===== src/rtl/mdio_slave_if.sv =====
// Wishbone classic bus between the MDIO front end and the register file.
interface mdio_slave_if;
    logic        cyc;
    logic        stb;
    logic        we;
    logic [4:0]  addr;
    logic [15:0] data_write;
    logic        ack;
    logic        err;
    logic [15:0] data_read;

    modport master (
        output cyc, stb, we, addr, data_write,
        input  ack, err, data_read
    );

    modport slave (
        input  cyc, stb, we, addr, data_write,
        output ack, err, data_read
    );
endinterface


===== src/rtl/mdio_slave.sv =====
// Clause 22 MDIO frame receiver: decodes frames on mdc/mdi, issues one Wishbone
// cycle per matched frame and shifts read data back out on mdo.
module mdio_slave #(
    parameter logic [4:0]  PHYAD        = 5'd0,
    parameter int unsigned PREAMBLE_LEN = 32
) (
    input  logic clk,
    input  logic rst_n,
    input  logic mdc,
    input  logic mdi,
    output logic mdo,
    output logic mdo_en,
    mdio_slave_if.master wb
);

    localparam logic [5:0] PRE_MAX = 6'(PREAMBLE_LEN);

    typedef enum logic [2:0] {S_PRE, S_ST, S_OP, S_PHY, S_REG, S_TA, S_DATA} state_t;

    state_t      state, state_nxt;
    logic        mdc_s1, mdc_s2, mdc_d, mdi_s1, mdi_s2;
    logic        bit_ev, rx_bit;
    logic [5:0]  ones_cnt;
    logic [3:0]  bit_cnt;
    logic        op_hi, rd_frame;
    logic [4:0]  phy_r, reg_r;
    logic [14:0] rx_sr;
    logic [15:0] tx_sr;
    logic        cyc_q, we_q;
    logic [4:0]  addr_q;
    logic [15:0] wdata_q;
    logic        rd_live, rd_ok, cap;

    assign bit_ev = mdc_s2 & ~mdc_d;
    assign rx_bit = mdi_s2;

    assign wb.cyc        = cyc_q;
    assign wb.stb        = cyc_q;
    assign wb.we         = we_q;
    assign wb.addr       = addr_q;
    assign wb.data_write = wdata_q;

    always_ff @(posedge clk or negedge rst_n) begin
        if (!rst_n) begin
            mdc_s1 <= 1'b0;
            mdc_s2 <= 1'b0;
            mdc_d  <= 1'b0;
            mdi_s1 <= 1'b0;
            mdi_s2 <= 1'b0;
        end else begin
            mdc_s1 <= mdc;
            mdc_s2 <= mdc_s1;
            mdc_d  <= mdc_s2;
            mdi_s1 <= mdi;
            mdi_s2 <= mdi_s1;
        end
    end

    always_ff @(posedge clk or negedge rst_n) begin
        if (!rst_n) state <= S_PRE;
        else        state <= state_nxt;
    end

    always_comb begin
        state_nxt = state;
        if (bit_ev) begin
            unique case (state)
                S_PRE:  if (!rx_bit && ones_cnt == PRE_MAX) state_nxt = S_ST;
                S_ST:   state_nxt = rx_bit ? S_OP : S_PRE;
                S_OP:   if (bit_cnt == 4'd1) state_nxt = (op_hi != rx_bit) ? S_PHY : S_PRE;
                S_PHY:  if (bit_cnt == 4'd4) state_nxt = S_REG;
                S_REG:  if (bit_cnt == 4'd4) state_nxt = (phy_r == PHYAD) ? S_TA : S_PRE;
                S_TA:   if (bit_cnt == 4'd1) state_nxt = S_DATA;
                S_DATA: if (bit_cnt == 4'd15) state_nxt = S_PRE;
                default: state_nxt = S_PRE;
            endcase
        end
    end

    always_ff @(posedge clk or negedge rst_n) begin
        if (!rst_n) begin
            ones_cnt <= '0;
            bit_cnt  <= '0;
            op_hi    <= 1'b0;
            rd_frame <= 1'b0;
            phy_r    <= '0;
            reg_r    <= '0;
            rx_sr    <= '0;
            tx_sr    <= '0;
            cyc_q    <= 1'b0;
            we_q     <= 1'b0;
            addr_q   <= '0;
            wdata_q  <= '0;
            rd_live  <= 1'b0;
            rd_ok    <= 1'b0;
            cap      <= 1'b0;
            mdo      <= 1'b0;
            mdo_en   <= 1'b0;
        end else begin
            cap <= 1'b0;
            if (cap) tx_sr <= wb.data_read;
            // rd_live marks a cycle still owned by the current read; once TA
            // passes, a late termination is left to finish but is ignored.
            if (cyc_q && (wb.ack || wb.err)) begin
                cyc_q <= 1'b0;
                if (rd_live) begin
                    rd_live <= 1'b0;
                    if (!wb.err) begin
                        rd_ok <= 1'b1;
                        cap   <= 1'b1;
                    end
                end
            end

            if (bit_ev) begin
                bit_cnt <= (state_nxt != state) ? '0 : bit_cnt + 4'd1;
                unique case (state)
                    S_PRE: begin
                        if (!rx_bit)                 ones_cnt <= '0;
                        else if (ones_cnt != PRE_MAX) ones_cnt <= ones_cnt + 6'd1;
                    end
                    S_OP: begin
                        op_hi    <= rx_bit;
                        rd_frame <= op_hi & ~rx_bit;
                    end
                    S_PHY: phy_r <= {phy_r[3:0], rx_bit};
                    S_REG: begin
                        reg_r <= {reg_r[3:0], rx_bit};
                        if (bit_cnt == 4'd4 && phy_r == PHYAD && rd_frame) begin
                            rd_ok <= 1'b0;
                            if (!cyc_q) begin
                                cyc_q   <= 1'b1;
                                we_q    <= 1'b0;
                                addr_q  <= {reg_r[3:0], rx_bit};
                                rd_live <= 1'b1;
                            end
                        end
                    end
                    S_TA: begin
                        if (bit_cnt == 4'd0) begin
                            rd_live <= 1'b0;
                            if (rd_frame && rd_ok) begin
                                mdo_en <= 1'b1;
                                mdo    <= 1'b0;
                            end
                        end else if (mdo_en) begin
                            mdo   <= tx_sr[15];
                            tx_sr <= {tx_sr[14:0], 1'b0};
                        end
                    end
                    S_DATA: begin
                        rx_sr <= {rx_sr[13:0], rx_bit};
                        if (mdo_en) begin
                            if (bit_cnt == 4'd15) begin
                                mdo_en <= 1'b0;
                                mdo    <= 1'b0;
                            end else begin
                                mdo   <= tx_sr[15];
                                tx_sr <= {tx_sr[14:0], 1'b0};
                            end
                        end
                        if (bit_cnt == 4'd15 && !rd_frame && !cyc_q) begin
                            cyc_q   <= 1'b1;
                            we_q    <= 1'b1;
                            addr_q  <= reg_r;
                            wdata_q <= {rx_sr, rx_bit};
                        end
                    end
                    default: ;
                endcase
            end
        end
    end

endmodule


===== src/flat_wrapper.sv =====
// flat-port wrapper written by rule: the top's interface ports become plain ports
module mdio_slave_flat 
#(
    parameter logic [4:0]  PHYAD        = 5'd0,
    parameter int unsigned PREAMBLE_LEN = 32
)
  (clk, rst_n, mdc, mdi, mdo, mdo_en, wb_cyc, wb_stb, wb_we, wb_addr, wb_data_write, wb_ack, wb_err, wb_data_read);
  mdio_slave_if wb_i ();
  input  logic clk;
  input  logic rst_n;
  input  logic mdc;
  input  logic mdi;
  output logic mdo;
  output logic mdo_en;
  output wire logic [$bits(wb_i.cyc)-1:0] wb_cyc;
  output wire logic [$bits(wb_i.stb)-1:0] wb_stb;
  output wire logic [$bits(wb_i.we)-1:0] wb_we;
  output wire logic [$bits(wb_i.addr)-1:0] wb_addr;
  output wire logic [$bits(wb_i.data_write)-1:0] wb_data_write;
  input wire logic [$bits(wb_i.ack)-1:0] wb_ack;
  input wire logic [$bits(wb_i.err)-1:0] wb_err;
  input wire logic [$bits(wb_i.data_read)-1:0] wb_data_read;
  assign wb_cyc = wb_i.cyc;
  assign wb_stb = wb_i.stb;
  assign wb_we = wb_i.we;
  assign wb_addr = wb_i.addr;
  assign wb_data_write = wb_i.data_write;
  assign wb_i.ack = wb_ack;
  assign wb_i.err = wb_err;
  assign wb_i.data_read = wb_data_read;
  mdio_slave #(.PHYAD(PHYAD), .PREAMBLE_LEN(PREAMBLE_LEN)) u_core (.clk(clk), .rst_n(rst_n), .mdc(mdc), .mdi(mdi), .mdo(mdo), .mdo_en(mdo_en), .wb(wb_i));
endmodule

===== config.mk =====
export PLATFORM = sky130hd
export DESIGN_NAME = mdio_slave_flat
export DESIGN_NICKNAME = d
export VERILOG_FILES = /design/src/rtl/mdio_slave_if.sv /design/src/rtl/mdio_slave.sv /design/src/flat_wrapper.sv
export SDC_FILE = /design/constraint.sdc
export NUM_CORES = 1
export LEC_CHECK = 0
export BUFFER_PORTS_ARGS = -buffer_cell sky130_fd_sc_hd__buf_2
export CAP_MARGIN = 20
export CELL_PAD_IN_SITES_DETAIL_PLACEMENT = 0
export CELL_PAD_IN_SITES_GLOBAL_PLACEMENT = 1
export CORE_MARGIN = 1.5
export CORE_UTILIZATION = 45
export DETAILED_ROUTE_END_ITERATION = 12
export GPL_ROUTABILITY_DRIVEN = 0
export MAX_ROUTING_LAYER = met4
export PLACE_DENSITY_LB_ADDON = 0.15
export SETUP_SLACK_MARGIN = 0.3
export SLEW_MARGIN = 20
export SYNTH_ARGS = -nofsm -noshare
export SYNTH_HDL_FRONTEND = slang
export SYNTH_SLANG_ARGS = --single-unit

===== constraint.sdc =====
create_clock -name clk -period 2.8 [get_ports clk]
set_clock_uncertainty 0.2 [all_clocks]
set_input_delay 0.28 -clock clk [delete_from_list [all_inputs] [get_ports clk]]
set_output_delay 0.28 -clock clk [all_outputs]
set_load 0.01 [all_outputs]

Word-level counts from Yosys, hierarchy flattened
Index checks and enable logic that the tools add are counted.
- muxes and demuxes: 61
- bitwise logic cells: 4
- reductions and logical operators: 25
- add/sub/neg operators: 2
- eq/ne operators: 22
- operators by type and width (operator ; count):
    16-bit 2-to-1 mux ; 6
    16-bit case mux with 2 select lines ; 1
    1-bit 2-to-1 mux ; 31
    3-bit 2-to-1 mux ; 8
    3-bit case mux with 7 select lines ; 1
    5-bit 2-to-1 mux ; 3
    6-bit 2-to-1 mux ; 2
    2-bit by 1-bit != test with 1-bit output, second input constant ; 5
    1-bit case mux with 2 select lines ; 5
    5-bit case mux with 2 select lines ; 1
    5-bit AND reduction ; 2
    3-bit equality test, second input constant ; 3
    2-bit AND reduction ; 4
    1-bit logical AND ; 7
    6-bit by 1-bit adder with 6-bit output, second input constant ; 1
    3-bit by 2-bit equality test with 1-bit output, second input constant ; 2
    6-bit equality test, second input constant ; 1
    6-bit != test, second input constant ; 1
    3-bit AND reduction ; 2
    5-bit zero test ; 1
    4-bit by 1-bit adder with 4-bit output, second input constant ; 1
    4-bit by 1-bit equality test with 1-bit output, second input constant ; 1
    4-bit by 3-bit equality test with 1-bit output, second input constant ; 1
    4-bit equality test, second input constant ; 1
    16 further kinds ; 23
- bits in registers: 89
- logic and storage cells: 137
- input port bits: 22

Depth between registers and ports, before layout
Gate-level depths: netlist (run 1).
- depth in word-level cells: 7
- depth in mapped cells: 9
- mapped depth without buffers: 9

Worst setup path before layout (run 1)
Ideal clock, no wire load.
- path kind: register to register
- from: register u_core.bit_cnt[0]
- to: register u_core.bit_cnt[0]
- cell stages (with the launch flop): 10
- arrival time: 1.999 ns
- setup time: 0.075 ns
- path slack: 0.526 ns
- path buffers: 0
- cells stage by stage: dfrtp_1 -> inv_1 -> ha_1 -> and3b_1 -> a2111oi_0 -> a31oi_1 -> o2111ai_1 -> o211ai_2 -> or3_1 -> o21ai_2
- word-level cells in the longest chain between the ends: 6
- elaborated cells on any way between the ends: 13
- ends and longest elaborated chain (what ; line ; source):
    from (decl) ; mdio_slave.sv:24 ; logic [3:0] bit_cnt;
    from (signal assigned) ; mdio_slave.sv:116 ; bit_cnt <= (state_nxt != state) ? '0 : bit_cnt + 4'd1;
    4-bit equality test (tied with other cells) ; mdio_slave.sv:74 ; S_DATA: if (bit_cnt == 4'd15) state_nxt = S_PRE;
    3-bit 2-to-1 mux (on tied branches) ; - ;
    3-bit case mux with 7 select lines ; mdio_slave.sv:67 ; unique case (state)
    3-bit 2-to-1 mux ; mdio_slave.sv:66 ; if (bit_ev) begin
    3-bit != test ; mdio_slave.sv:116 ;
    4-bit 2-to-1 mux (*) ; mdio_slave.sv:116 ;
Every way passes the cells marked *; elsewhere a longest branch is shown, timed or not.
A chain may end at the register's enable or synchronous reset.

Worst setup path in the final report (run 1)
- from: register u_core.bit_cnt[1]
- to: register u_core.bit_cnt[0]
- word-level cells in the longest chain between the ends: 6
- elaborated cells on any way between the ends: 12
- ends and longest elaborated chain (what ; line):
    4-bit equality test (tied with other cells) ; mdio_slave.sv:74
    3-bit 2-to-1 mux (on tied branches) ; -
    3-bit case mux with 7 select lines (*) ; mdio_slave.sv:67
    3-bit 2-to-1 mux (*) ; mdio_slave.sv:66
    3-bit != test (*) ; mdio_slave.sv:116
    4-bit 2-to-1 mux (*) ; mdio_slave.sv:116
Marked as above.

==> flow_metrics.py, run 1 <==
metrics = {
    "run_status": {
        "run_status": "finished clean",
    },
    "timing": {
        "final.setup.tns_ns": 0,
        "final_hold_viol_count": 0,
        "achievable-frequency_ghz": 0.421,
        "tightest_slew_ns": 0.817,
        "finalWorstPathRequiredPeriod_ns": 2.38,
        "maxSlewHeadroom": 0.455,
        "post-route-worst-setup-slack_ns": 0.424,
        "unrepaired_setup_endpoints_after_global_routing": "yes",
        "post-route-period-util": 0.849,
        "finalMaxSlewViolations": 0,
        "finalSetupViolCount": 0,
    },
    "cells_and_area": {
        "proportion_of_layout_cells_with_a_drive_suffix_above_1": 0.297,
        "design.final.nets": 451,
        "area_delta_synth_final_pct": 15.8,
        "insertedDiodeCount": 0,
    },
    "clock_tree": {
        "worst_skew_pair.late_latency_ns": 0.36,
        "clkTransAtPathRegs_ns": 0.11,
        "h_tree_depth": 3,
        "cts.sinks": 89,
        "tritoncts_clock_tree": "built",
        "clk_root_buffer_cell": "sky130_fd_sc_hd__clkbuf_8",
        "clock_path_buffers": 2,
        "tritoncts_buffers": 9,
    },
    "critical_path": {
        "reg2reg_setup_slack_ns": 0.42,
        "critical_path_required_ns": 2.90,
        "setup.worst_path.start_class": "flop",
        "critical_path_peak_fanout": 5,
        "rr_startpoint": "u_core.bit_cnt[1]",
        "worstReg2RegEnd": "u_core.bit_cnt[0]",
        "timing.reg2reg.worst_path_depth": 9,
        "arrival_ns": 2.47,
        "timing.critical_path.cells": "inv_1 -> ha_2 -> and3b_1 -> a2111oi_2 -> a31oi_1 -> o2111ai_1 -> o211ai_2 -> or3_1 -> o21ai_2",
        "crit_buf_inv": 1,
        "critical-path-top-delay-family": "compound AO/OA/AOI/OAI gates",
        "path_class": "flop to flop",
        "worst_setup_path_end_kind": "flop",
        "timing.critical_path.from": "u_core.bit_cnt[1]",
        "crit_cells": 9,
        "cpPeakStageDelay_ns": 0.38,
        "crit_path_top_delay_cell": "sky130_fd_sc_hd__dfrtp_1",
        "timing.critical_path.to": "u_core.bit_cnt[0]",
    },
    "synthesis": {
        "netlist_top_cells_area": "sky130_fd_sc_hd__dfrtp_1 55%, sky130_fd_sc_hd__mux2_2 11%, sky130_fd_sc_hd__mux2i_1 4.2%",
        "synth_top_cell_by_area": "sky130_fd_sc_hd__dfrtp_1",
        "yosys.cell_count.top_type": "sky130_fd_sc_hd__dfrtp_1",
        "postSynthRegisterBits": 89,
        "post_synthesis_sequential_area_ratio": 0.546,
        "synthesis.yosys.warnings": 0,
        "synthDistinctLibCells": 52,
        "synth_area_um2": 4080,
        "post_synth.cell_area_avg_um2": 11.1,
        "synthesis.instances": 367,
        "async_flop_share": 1.00,
        "post_synth_most_frequent_cells": "89 x sky130_fd_sc_hd__dfrtp_1, 39 x sky130_fd_sc_hd__mux2_2, 39 x sky130_fd_sc_hd__nor2_1, 30 x sky130_fd_sc_hd__nand2_1, 27 x sky130_fd_sc_hd__a21oi_1",
        "synth_fp_nets": 395,
        "synth_ff_type": "sky130_fd_sc_hd__dfrtp_1",
        "synth_enable_flop_cells": 0,
        "top_area_cell_type_share_of_the_netlist_area": 0.546,
    },
    "floorplan": {
        "floorplan.core_area_um2": 8760,
        "floorplan.rows": 34,
        "die_extent_in_x_um": 98.2,
        "starting_density_of_the_core": 0.466,
        "ioPinCount": 48,
        "die_h_um": 98.2,
        "dieArea_um2": 9650,
    },
    "pwr": {
        "power_per_cell_area_nw_per_um2": 656,
        "power.ir.vdd_worst_v": 0.000319,
        "p_leak_nw": 2.20,
    },
    "hold_path": {
        "min-delay-path-class": "input pin to flop",
    },
    "place": {
        "port-buffer-count": 47,
        "hpwlAfterDp_mm": 5.31,
        "place_ws_ns": 0.280,
    },
    "routing": {
        "ant_nets": 0,
        "drtPass1Iterations": 4,
        "drt_iter0_markers": 144,
        "detailroute.via_count": 2842,
        "drt_drc_violations_left": 0,
        "routedWlPerCell_um": 14.4,
        "totalWireLength_mm": 7.72,
        "drt-vias-per-instance": 5.30,
    },
    "global_routing": {
        "grt_pass1_wl_mm": 13.6,
        "grt_pass1_vias": 2803,
        "grt_antenna_before_repair": 0,
        "global_route_usage_sum": 0.180,
        "maximum_number_of_pins_on_one_net_before_global_route_repair": 46,
        "grt_overflow": 0,
    },
    "run": {
        "cap_violations": 0,
    },
}
==> registers in the layout, summed over array words and instances (netlist names), 3 cells and up <==
register and count:
u_core.bit_cnt 4, u_core.ones_cnt 6, u_core.phy_r 5, u_core.reg_r 5, u_core.rx_sr 15, u_core.state 3
u_core.tx_sr 16, u_core.wb.addr 5, u_core.wb.data_write 16
==> layout by cell type, fill, tap and decap left out, drive strengths merged, types with 2 or more instances in the layout <==
master and instances:
a21oi 28, nand3b 2, buf 56, nand2b 3, dlygate4sd3 7, o211ai 2
o21ai 18, mux2i 17, nand3 11, a211oi 2, or3 3, dfrtp 89
a31oi 12, clkinv 2, mux2 40, and3 3, nand4 3, nor4 3
ha 6, clkbuf 9, nor3 4, o31ai 2, nand2 31, xor2 3
nor2 42, inv 15
==> metal layers <==
metal / GRT usage / part of all wire / vias up
met5: - / 0 / -
met1: 0.242 / 0.48 / 1343
met4: 0.0823 / 0.022 / 0
li1: - / - / 1417
met2: 0.266 / 0.46 / 66
met3: 0.0344 / 0.036 / 16
==> power breakdown <==
part           internal (mW)  switching, mW  total [mW]
sequential              1.39          0.141        1.53
clock                  0.360          0.531       0.891
combinational          0.293          0.390       0.682
==> cells by family (layout without fill, tap and decap cells) <==
logic type	after synthesis	after routing	share of synthesized area
XOR/XNOR	3	3	0.00644
flip-flops	89	89	0.546
multiplexers	57	57	0.152
buffers and inverters	28	89	0.0325
AO/OA/AOI/OAI	74	74	0.112
AND/OR/NAND/NOR	110	110	0.133
adder cells (fa/ha/maj)	6	6	0.0184
==> per-stage QoR <==
stage                     cells  utilization  hold WS [ns]  instance area [um2]  power [mW]
after global routing        536        0.539        0.0120                 4730        3.29
after floorplan             367            -        -0.216                 4080        2.02
after detailed placement    512        0.506         0.130                 4430        2.21
final                       536        0.539        0.0152                 4730        3.10
after global placement      512        0.506         0.126                 4430        2.20
after CTS                   536        0.538    0.00000749                 4710        3.13
==> how the worst min path moves through the flow <==
stage / to / startpoint / slack (ns) / cells after the start
after global placement: u_core.wb.addr[4] / rst_n / 0.13 / 1
after global routing: u_core.tx_sr[2] / wb_data_read[2] / 0.01 / 3
after floorplan: u_core.bit_cnt[0] / rst_n / -0.22 / 0
after CTS: u_core.tx_sr[2] / wb_data_read[2] / 0.000007 / 3
final: u_core.tx_sr[6] / wb_data_read[6] / 0.02 / 3
after detailed placement: u_core.wb.addr[3] / rst_n / 0.13 / 1
==> worst register-to-register path, cell delays in order, from the launching register on <==
cell	delay, ns
sky130_fd_sc_hd__dfrtp_1	0.38
sky130_fd_sc_hd__inv_1	0.08
sky130_fd_sc_hd__ha_2	0.20
sky130_fd_sc_hd__and3b_1	0.20
sky130_fd_sc_hd__a2111oi_2	0.36
sky130_fd_sc_hd__a31oi_1	0.12
sky130_fd_sc_hd__o2111ai_1	0.17
sky130_fd_sc_hd__o211ai_2	0.18
sky130_fd_sc_hd__or3_1	0.35
sky130_fd_sc_hd__o21ai_2	0.06
==> cell type report <==
cell class	instances	area, um2
inverters	10	37.5
clock buffers	9	124
repair buffers	63	388
clock inverters	7	78.8
fillers	769	4040
flip-flops and latches	89	2230
multi-input cells	250	1740
well taps	108	135
==> what timing repair did <==
item / CTS / global route
endpoints found under the setup margin: 1 / 8
pin swaps: 0 / 2
resized for setup: 1 / 3
hold buffers: 7 / 0
setup buffers: 1 / 0
endpoints found under the hold margin: 50 / 0
Power figures use the tool's default switching activity.
==> inputs of run 2 (changes only) <==
--- a/config.mk
+++ b/config.mk
@@ -10,7 +10,7 @@
 export CELL_PAD_IN_SITES_DETAIL_PLACEMENT = 0
 export CELL_PAD_IN_SITES_GLOBAL_PLACEMENT = 1
 export CORE_MARGIN = 1.5
-export CORE_UTILIZATION = 45
+export CORE_UTILIZATION = 42
 export DETAILED_ROUTE_END_ITERATION = 12
 export GPL_ROUTABILITY_DRIVEN = 0
 export MAX_ROUTING_LAYER = met4
==> constraint.sdc (replaced) <==
create_clock -name clk -period 2 [get_ports clk]
set_clock_uncertainty 0.2 [all_clocks]
set_input_delay 0.2 -clock clk [delete_from_list [all_inputs] [get_ports clk]]
set_output_delay 0.2 -clock clk [all_outputs]
set_load 0.01 [all_outputs]
==> flow_metrics.py, run 2 (synthesized netlist as in run 1, its figures left out) <==
metrics = {
    "global_routing": {
        "maximum_number_of_pins_on_one_net_before_global_route_repair": 90,
        "grt_antenna_before_repair": 0,
        "global_route_usage_sum": 0.203,
        "grt_pass1_wl_mm": 15.8,
        "grt_pass1_vias": 3314,
        "grt_overflow": 0,
    },
    "run_status": {
        "violations": "setup timing",
        "run_status": "finished, violations left",
    },
    "pwr": {
        "p_leak_nw": 2.82,
        "power_per_cell_area_nw_per_um2": 858,
        "power_report.internal_total_mw": 3.49,
        "switching_power_mw": 1.82,
        "power.ir.vdd_worst_v": 0.000439,
        "totalPowerFinal_mw": 5.32,
        "power_frac_comb": 0.371,
        "clockPowerShare": 0.230,
        "sequential_power_share": 0.399,
        "switching_share_of_total_power": 0.343,
    },
    "timing": {
        "final_hold_viol_count": 0,
        "maxSlewHeadroom": 0.665,
        "finalMaxSlewViolations": 0,
        "tightest_slew_ns": 0.503,
        "post-route-worst-setup-slack_ns": -0.255,
        "finalWorstPathRequiredPeriod_ns": 2.26,
        "post-route-period-util": 1.13,
        "unrepaired_setup_endpoints_after_global_routing": "yes",
        "finalSetupViolCount": 43,
        "achievable-frequency_ghz": 0.443,
        "final.setup.tns_ns": -4.64,
    },
    "place": {
        "hpwlAfterDp_mm": 5.75,
        "postPlaceCellArea_um2": 4910,
        "port-buffer-count": 47,
        "numPlacedInstances": 584,
    },
    "floorplan": {
        "floorplan.core_area_um2": 9330,
        "dieArea_um2": 10300,
        "starting_density_of_the_core": 0.438,
        "floorplan.rows": 35,
        "die_h_um": 102,
        "die_extent_in_x_um": 102,
        "ioPinCount": 48,
    },
    "cells_and_area": {
        "design.final.nets": 550,
        "layout.cell_area.non_filler_um2": 6190,
        "insertedDiodeCount": 0,
        "commonest_non_fill_non_tap_cell_in_the_layout": "sky130_fd_sc_hd__dfrtp_1",
        "area_delta_synth_final_pct": 51.8,
        "n_fill_cell": 732,
        "proportion_of_layout_cells_with_a_drive_suffix_above_1": 0.522,
        "layout.core_utilization": 0.664,
        "layout_common_cells": "85 x sky130_fd_sc_hd__dfrtp_1, 64 x sky130_fd_sc_hd__buf_4, 46 x sky130_fd_sc_hd__buf_2",
        "finalNonFillerCells": 656,
    },
    "run": {
        "cap_violations": 0,
    },
    "clock_tree": {
        "clkTransAtPathRegs_ns": 0.11,
        "clk_root_buffer_cell": "sky130_fd_sc_hd__clkbuf_8",
        "tritoncts_clock_tree": "built",
        "tritoncts_buffers": 9,
        "clock_path_buffers": 2,
        "cts.sinks": 89,
        "h_tree_depth": 3,
        "worst_skew_pair.late_latency_ns": 0.37,
    },
    "critical_path": {
        "timing.reg2reg.worst_path_depth": 9,
        "rr_startpoint": "u_core.bit_cnt[0]",
        "worst_setup_path_end_kind": "flop",
        "worstReg2RegEnd": "u_core.bit_cnt[0]",
        "path_class": "flop to flop",
        "critical_path_required_ns": 2.11,
        "arrival_ns": 2.37,
        "critical_path_peak_fanout": 4,
        "reg2reg_setup_slack_ns": -0.26,
        "setup.worst_path.start_class": "flop",
    },
    "routing": {
        "ant_nets": 0,
        "totalWireLength_mm": 9.80,
        "drtPass1Iterations": 4,
        "detailroute.via_count": 3300,
        "drt_iter0_markers": 103,
        "drt-vias-per-instance": 5.03,
        "routedWlPerCell_um": 14.9,
        "drt_drc_violations_left": 0,
    },
    "hold_path": {
        "min-delay-path-class": "flop to flop",
        "holdPathStages": 0,
        "worst_hold_startpoint": "u_core.mdi_s1",
        "worst_case_hold_path_end_point": "u_core.mdi_s2",
    },
}
-- run 2: cell types whose count changed in the layout (fill, tap and decap cells not counted), sizes merged --
cell,change
nand2,+2
dlygate4sd3,+15
clkbuf,+1
clkinvlp,+1
inv,-1
buf,+81
-- run 2: cell type report --
cell class	count	area (um2)	area share
tap	129	161	0.0261
multi-input combinational	252	2210	0.357
clock buffer	9	124	0.0200
inverter	10	40.0	0.00646
clock inverter	7	70.1	0.0113
sequential	89	2230	0.360
timing repair buffer	160	1360	0.219
-- run 2: per-layer routing --
layer	global-route usage	vias up	wire length (um)
li1	-	1625	-
met1	0.261	1599	4610
met2	0.322	65	4760
met3	0.0428	11	311
met4	0.0641	0	118
met5	-	-	0
-- run 2: power groups by stage --
stage                     clock, mW  combinational, mW  sequential (mW)
after CTS                      1.27               1.72             2.12
after detailed placement          0               1.34             2.15
after global routing           1.32               2.14             2.14
after global placement            0               1.33             2.14
final                          1.22               1.97             2.12
after floorplan                   0              0.771             2.10
-- run 2: how the worst max path moves through the flow --
stage | start | endpoint | slack, ns | cells after the start
after global placement | u_core.bit_cnt[0] | u_core.bit_cnt[0] | -0.19 | 8
after floorplan | u_core.bit_cnt[0] | u_core.bit_cnt[0] | -0.17 | 9
after global routing | u_core.bit_cnt[1] | u_core.bit_cnt[2] | -0.34 | 10
after CTS | u_core.bit_cnt[0] | u_core.bit_cnt[0] | -0.24 | 9
final | u_core.bit_cnt[0] | u_core.bit_cnt[0] | -0.26 | 9
after detailed placement | u_core.bit_cnt[0] | u_core.bit_cnt[2] | -0.25 | 10
-- run 2: critical path: stages (launching register included) --
cell	delay, ns
sky130_fd_sc_hd__dfrtp_1	0.41
sky130_fd_sc_hd__inv_2	0.07
sky130_fd_sc_hd__ha_4	0.17
sky130_fd_sc_hd__and3b_2	0.24
sky130_fd_sc_hd__a2111oi_4	0.30
sky130_fd_sc_hd__a31oi_2	0.09
sky130_fd_sc_hd__o2111ai_1	0.11
sky130_fd_sc_hd__o211ai_2	0.14
sky130_fd_sc_hd__or3_1	0.40
sky130_fd_sc_hd__o21ai_2	0.06
-- run 2: through the flow --
| stage | worst slack, ns | hold WS (ns) |
|---|---|---|
| floorplan | -0.166 | -0.296 |
| global placement | -0.190 | 0.0816 |
| detailed placement | -0.248 | 0.0841 |
| CTS | -0.237 | 0.160 |
| global route | -0.343 | 0.175 |
| finish | -0.255 | 0.158 |
-- run 2: what timing repair did --
action | CTS | global route
pin swaps | 21 | 17
setup buffers | 19 | 9
gates resized for setup | 83 | 49
cloned | 5 | 1
hold buffers | 22 | 0
endpoints found under the setup margin | 81 | 82
hold endpoints to repair | 110 | 0
==> inputs of run 3 (changes only) <==
--- a/config.mk
+++ b/config.mk
@@ -15,7 +15,7 @@
 export GPL_ROUTABILITY_DRIVEN = 0
 export MAX_ROUTING_LAYER = met4
 export PLACE_DENSITY_LB_ADDON = 0.15
-export SETUP_SLACK_MARGIN = 0.3
+export SETUP_SLACK_MARGIN = 0.5
 export SLEW_MARGIN = 20
 export SYNTH_ARGS = -nofsm -noshare
 export SYNTH_HDL_FRONTEND = slang
==> flow_metrics.py, run 3 (synthesized netlist as in run 1, its figures left out) <==
metrics = {
    "clock_tree": {
        "h_tree_depth": 3,
        "clock_path_buffers": 2,
        "cts.sinks": 89,
        "tritoncts_clock_tree": "built",
        "clk_root_buffer_cell": "sky130_fd_sc_hd__clkbuf_8",
        "tritoncts_buffers": 9,
        "clkTransAtPathRegs_ns": 0.11,
        "worst_skew_pair.late_latency_ns": 0.36,
    },
    "global_routing": {
        "grt_pass1_vias": 3280,
        "grt_pass1_wl_mm": 15.4,
        "global_route_usage_sum": 0.199,
        "grt_antenna_before_repair": 0,
        "maximum_number_of_pins_on_one_net_before_global_route_repair": 39,
        "grt_overflow": 0,
    },
    "timing": {
        "maxSlewHeadroom": 0.751,
        "finalSetupViolCount": 13,
        "finalMaxSlewViolations": 0,
        "achievable-frequency_ghz": 0.454,
        "post-route-worst-setup-slack_ns": -0.202,
        "final_hold_viol_count": 0,
        "finalWorstPathRequiredPeriod_ns": 2.20,
        "unrepaired_setup_endpoints_after_global_routing": "yes",
        "tightest_slew_ns": 0.373,
        "final.setup.tns_ns": -1.61,
        "post-route-period-util": 1.10,
    },
    "pwr": {
        "power_report.internal_total_mw": 3.48,
        "switching_power_mw": 1.85,
        "p_leak_nw": 2.74,
        "clockPowerShare": 0.231,
        "power_frac_comb": 0.368,
        "power_per_cell_area_nw_per_um2": 854,
        "power.ir.vdd_worst_v": 0.000621,
        "switching_share_of_total_power": 0.348,
        "sequential_power_share": 0.401,
    },
    "routing": {
        "drt_iter0_markers": 87,
        "drt_drc_violations_left": 0,
        "drtPass1Iterations": 4,
        "routedWlPerCell_um": 15.2,
        "drt-vias-per-instance": 5.12,
        "ant_nets": 0,
        "detailroute.via_count": 3319,
        "totalWireLength_mm": 9.85,
    },
    "cells_and_area": {
        "commonest_non_fill_non_tap_cell_in_the_layout": "sky130_fd_sc_hd__dfrtp_1",
        "layout.core_utilization": 0.669,
        "area_delta_synth_final_pct": 53.0,
        "n_fill_cell": 708,
        "proportion_of_layout_cells_with_a_drive_suffix_above_1": 0.547,
        "insertedDiodeCount": 0,
        "design.final.nets": 542,
        "layout_common_cells": "83 x sky130_fd_sc_hd__dfrtp_1, 55 x sky130_fd_sc_hd__buf_4, 46 x sky130_fd_sc_hd__buf_2",
    },
    "critical_path": {
        "reg2reg_setup_slack_ns": -0.20,
        "setup.worst_path.start_class": "flop",
        "timing.reg2reg.worst_path_depth": 10,
        "critical-path-top-delay-family": "compound AO/OA/AOI/OAI gates",
        "rr_startpoint": "u_core.bit_cnt[0]",
        "cpPeakStageDelay_ns": 0.40,
        "critical_path_peak_fanout": 4,
        "arrival_ns": 2.25,
        "crit_buf_inv": 2,
        "path_class": "flop to flop",
        "worst_setup_path_end_kind": "flop",
        "worstReg2RegEnd": "u_core.bit_cnt[2]",
        "crit_path_top_delay_cell": "sky130_fd_sc_hd__dfrtp_1",
        "timing.critical_path.cells": "inv_2 -> ha_4 -> and3b_1 -> a2111oi_4 -> a31oi_2 -> a22o_1 -> o211ai_2 -> buf_6 -> o21ai_1 -> o2bb2ai_1",
        "critical_path_required_ns": 2.05,
    },
    "run_status": {
        "run_status": "finished, violations left",
        "violations": "setup timing",
    },
    "floorplan": {
        "ioPinCount": 48,
        "floorplan.core_area_um2": 9330,
        "starting_density_of_the_core": 0.438,
        "floorplan.rows": 35,
        "die_h_um": 102,
        "dieArea_um2": 10300,
        "die_extent_in_x_um": 102,
    },
    "run": {
        "cap_violations": 0,
    },
    "place": {
        "port-buffer-count": 47,
        "hpwlAfterDp_mm": 6.06,
    },
    "hold_path": {
        "min-delay-path-class": "input pin to asynchronous set/reset pin",
    },
}
==> run 3: changes by cell type in the layout (fill, tap and decap cells not counted), moves of 4 or more <==
cell,change
sky130_fd_sc_hd__nor2_4,+15
sky130_fd_sc_hd__mux2_4,+13
sky130_fd_sc_hd__mux2_2,-12
sky130_fd_sc_hd__nor2_1,-12
sky130_fd_sc_hd__buf_4,-9
sky130_fd_sc_hd__buf_6,+6
sky130_fd_sc_hd__nand2_2,+4
==> run 3: layout make-up <==
cell class | instances | area [um2] | area share
clock buffer | 9 | 124 | 0.0198
clock inverter | 7 | 71.3 | 0.0114
inverter | 10 | 42.5 | 0.00681
multi-input combinational | 251 | 2340 | 0.375
sequential | 89 | 2230 | 0.358
tap | 129 | 161 | 0.0259
timing repair buffer | 153 | 1270 | 0.203
==> run 3: power by group through the flow <==
stage / sequential, mW / combinational (mW) / clock, mW
detailed placement: 2.15 / 1.37 / 0
floorplan: 2.10 / 0.811 / 0
finish: 2.14 / 1.96 / 1.23
CTS: 2.13 / 1.66 / 1.26
global route: 2.16 / 2.13 / 1.34
global placement: 2.14 / 1.36 / 0
==> run 3: worst max-delay path by stage <==
stage	startpoint	endpoint	slack, ns	depth (start not counted)
after floorplan	u_core.bit_cnt[0]	u_core.bit_cnt[0]	-0.16	9
after CTS	u_core.phy_r[4]	u_core.bit_cnt[3]	-0.20	8
after global routing	u_core.bit_cnt[1]	u_core.bit_cnt[2]	-0.32	10
final	u_core.bit_cnt[0]	u_core.bit_cnt[2]	-0.20	10
after detailed placement	u_core.bit_cnt[1]	u_core.bit_cnt[2]	-0.22	10
after global placement	u_core.bit_cnt[1]	u_core.bit_cnt[2]	-0.20	9
==> run 3: repair_timing <==
| action | in CTS | in global routing |
|---|---|---|
| pin swaps | 15 | 29 |
| gates cloned | 3 | 1 |
| gates resized for setup | 55 | 119 |
| setup buffers | 11 | 13 |
| hold endpoints to repair | 109 | 0 |
| hold buffers | 21 | 0 |
| endpoints found under the setup margin | 82 | 83 |
==> run 3: layer usage <==
metal / routed length, um / GRT usage / vias up / share of wire
li1: - / - / 1601 / -
met1: 4630 / 0.257 / 1663 / 0.47
met2: 4950 / 0.320 / 51 / 0.50
met3: 209 / 0.0317 / 4 / 0.021
met4: 55 / 0.0652 / 0 / 0.0056
met5: 0 / - / - / 0
==> run 3: through the flow <==
stage	power [mW]	hold slack [ns]	setup WS [ns]	cell area, um2	cells
global placement	3.50	-0.0551	-0.205	4920	583
detailed placement	3.53	-0.0523	-0.221	4920	583
finish	5.33	0.0825	-0.202	6240	648
CTS	5.06	0.0914	-0.205	5640	634
floorplan	2.91	-0.296	-0.164	4180	367
global route	5.64	0.107	-0.316	6240	648
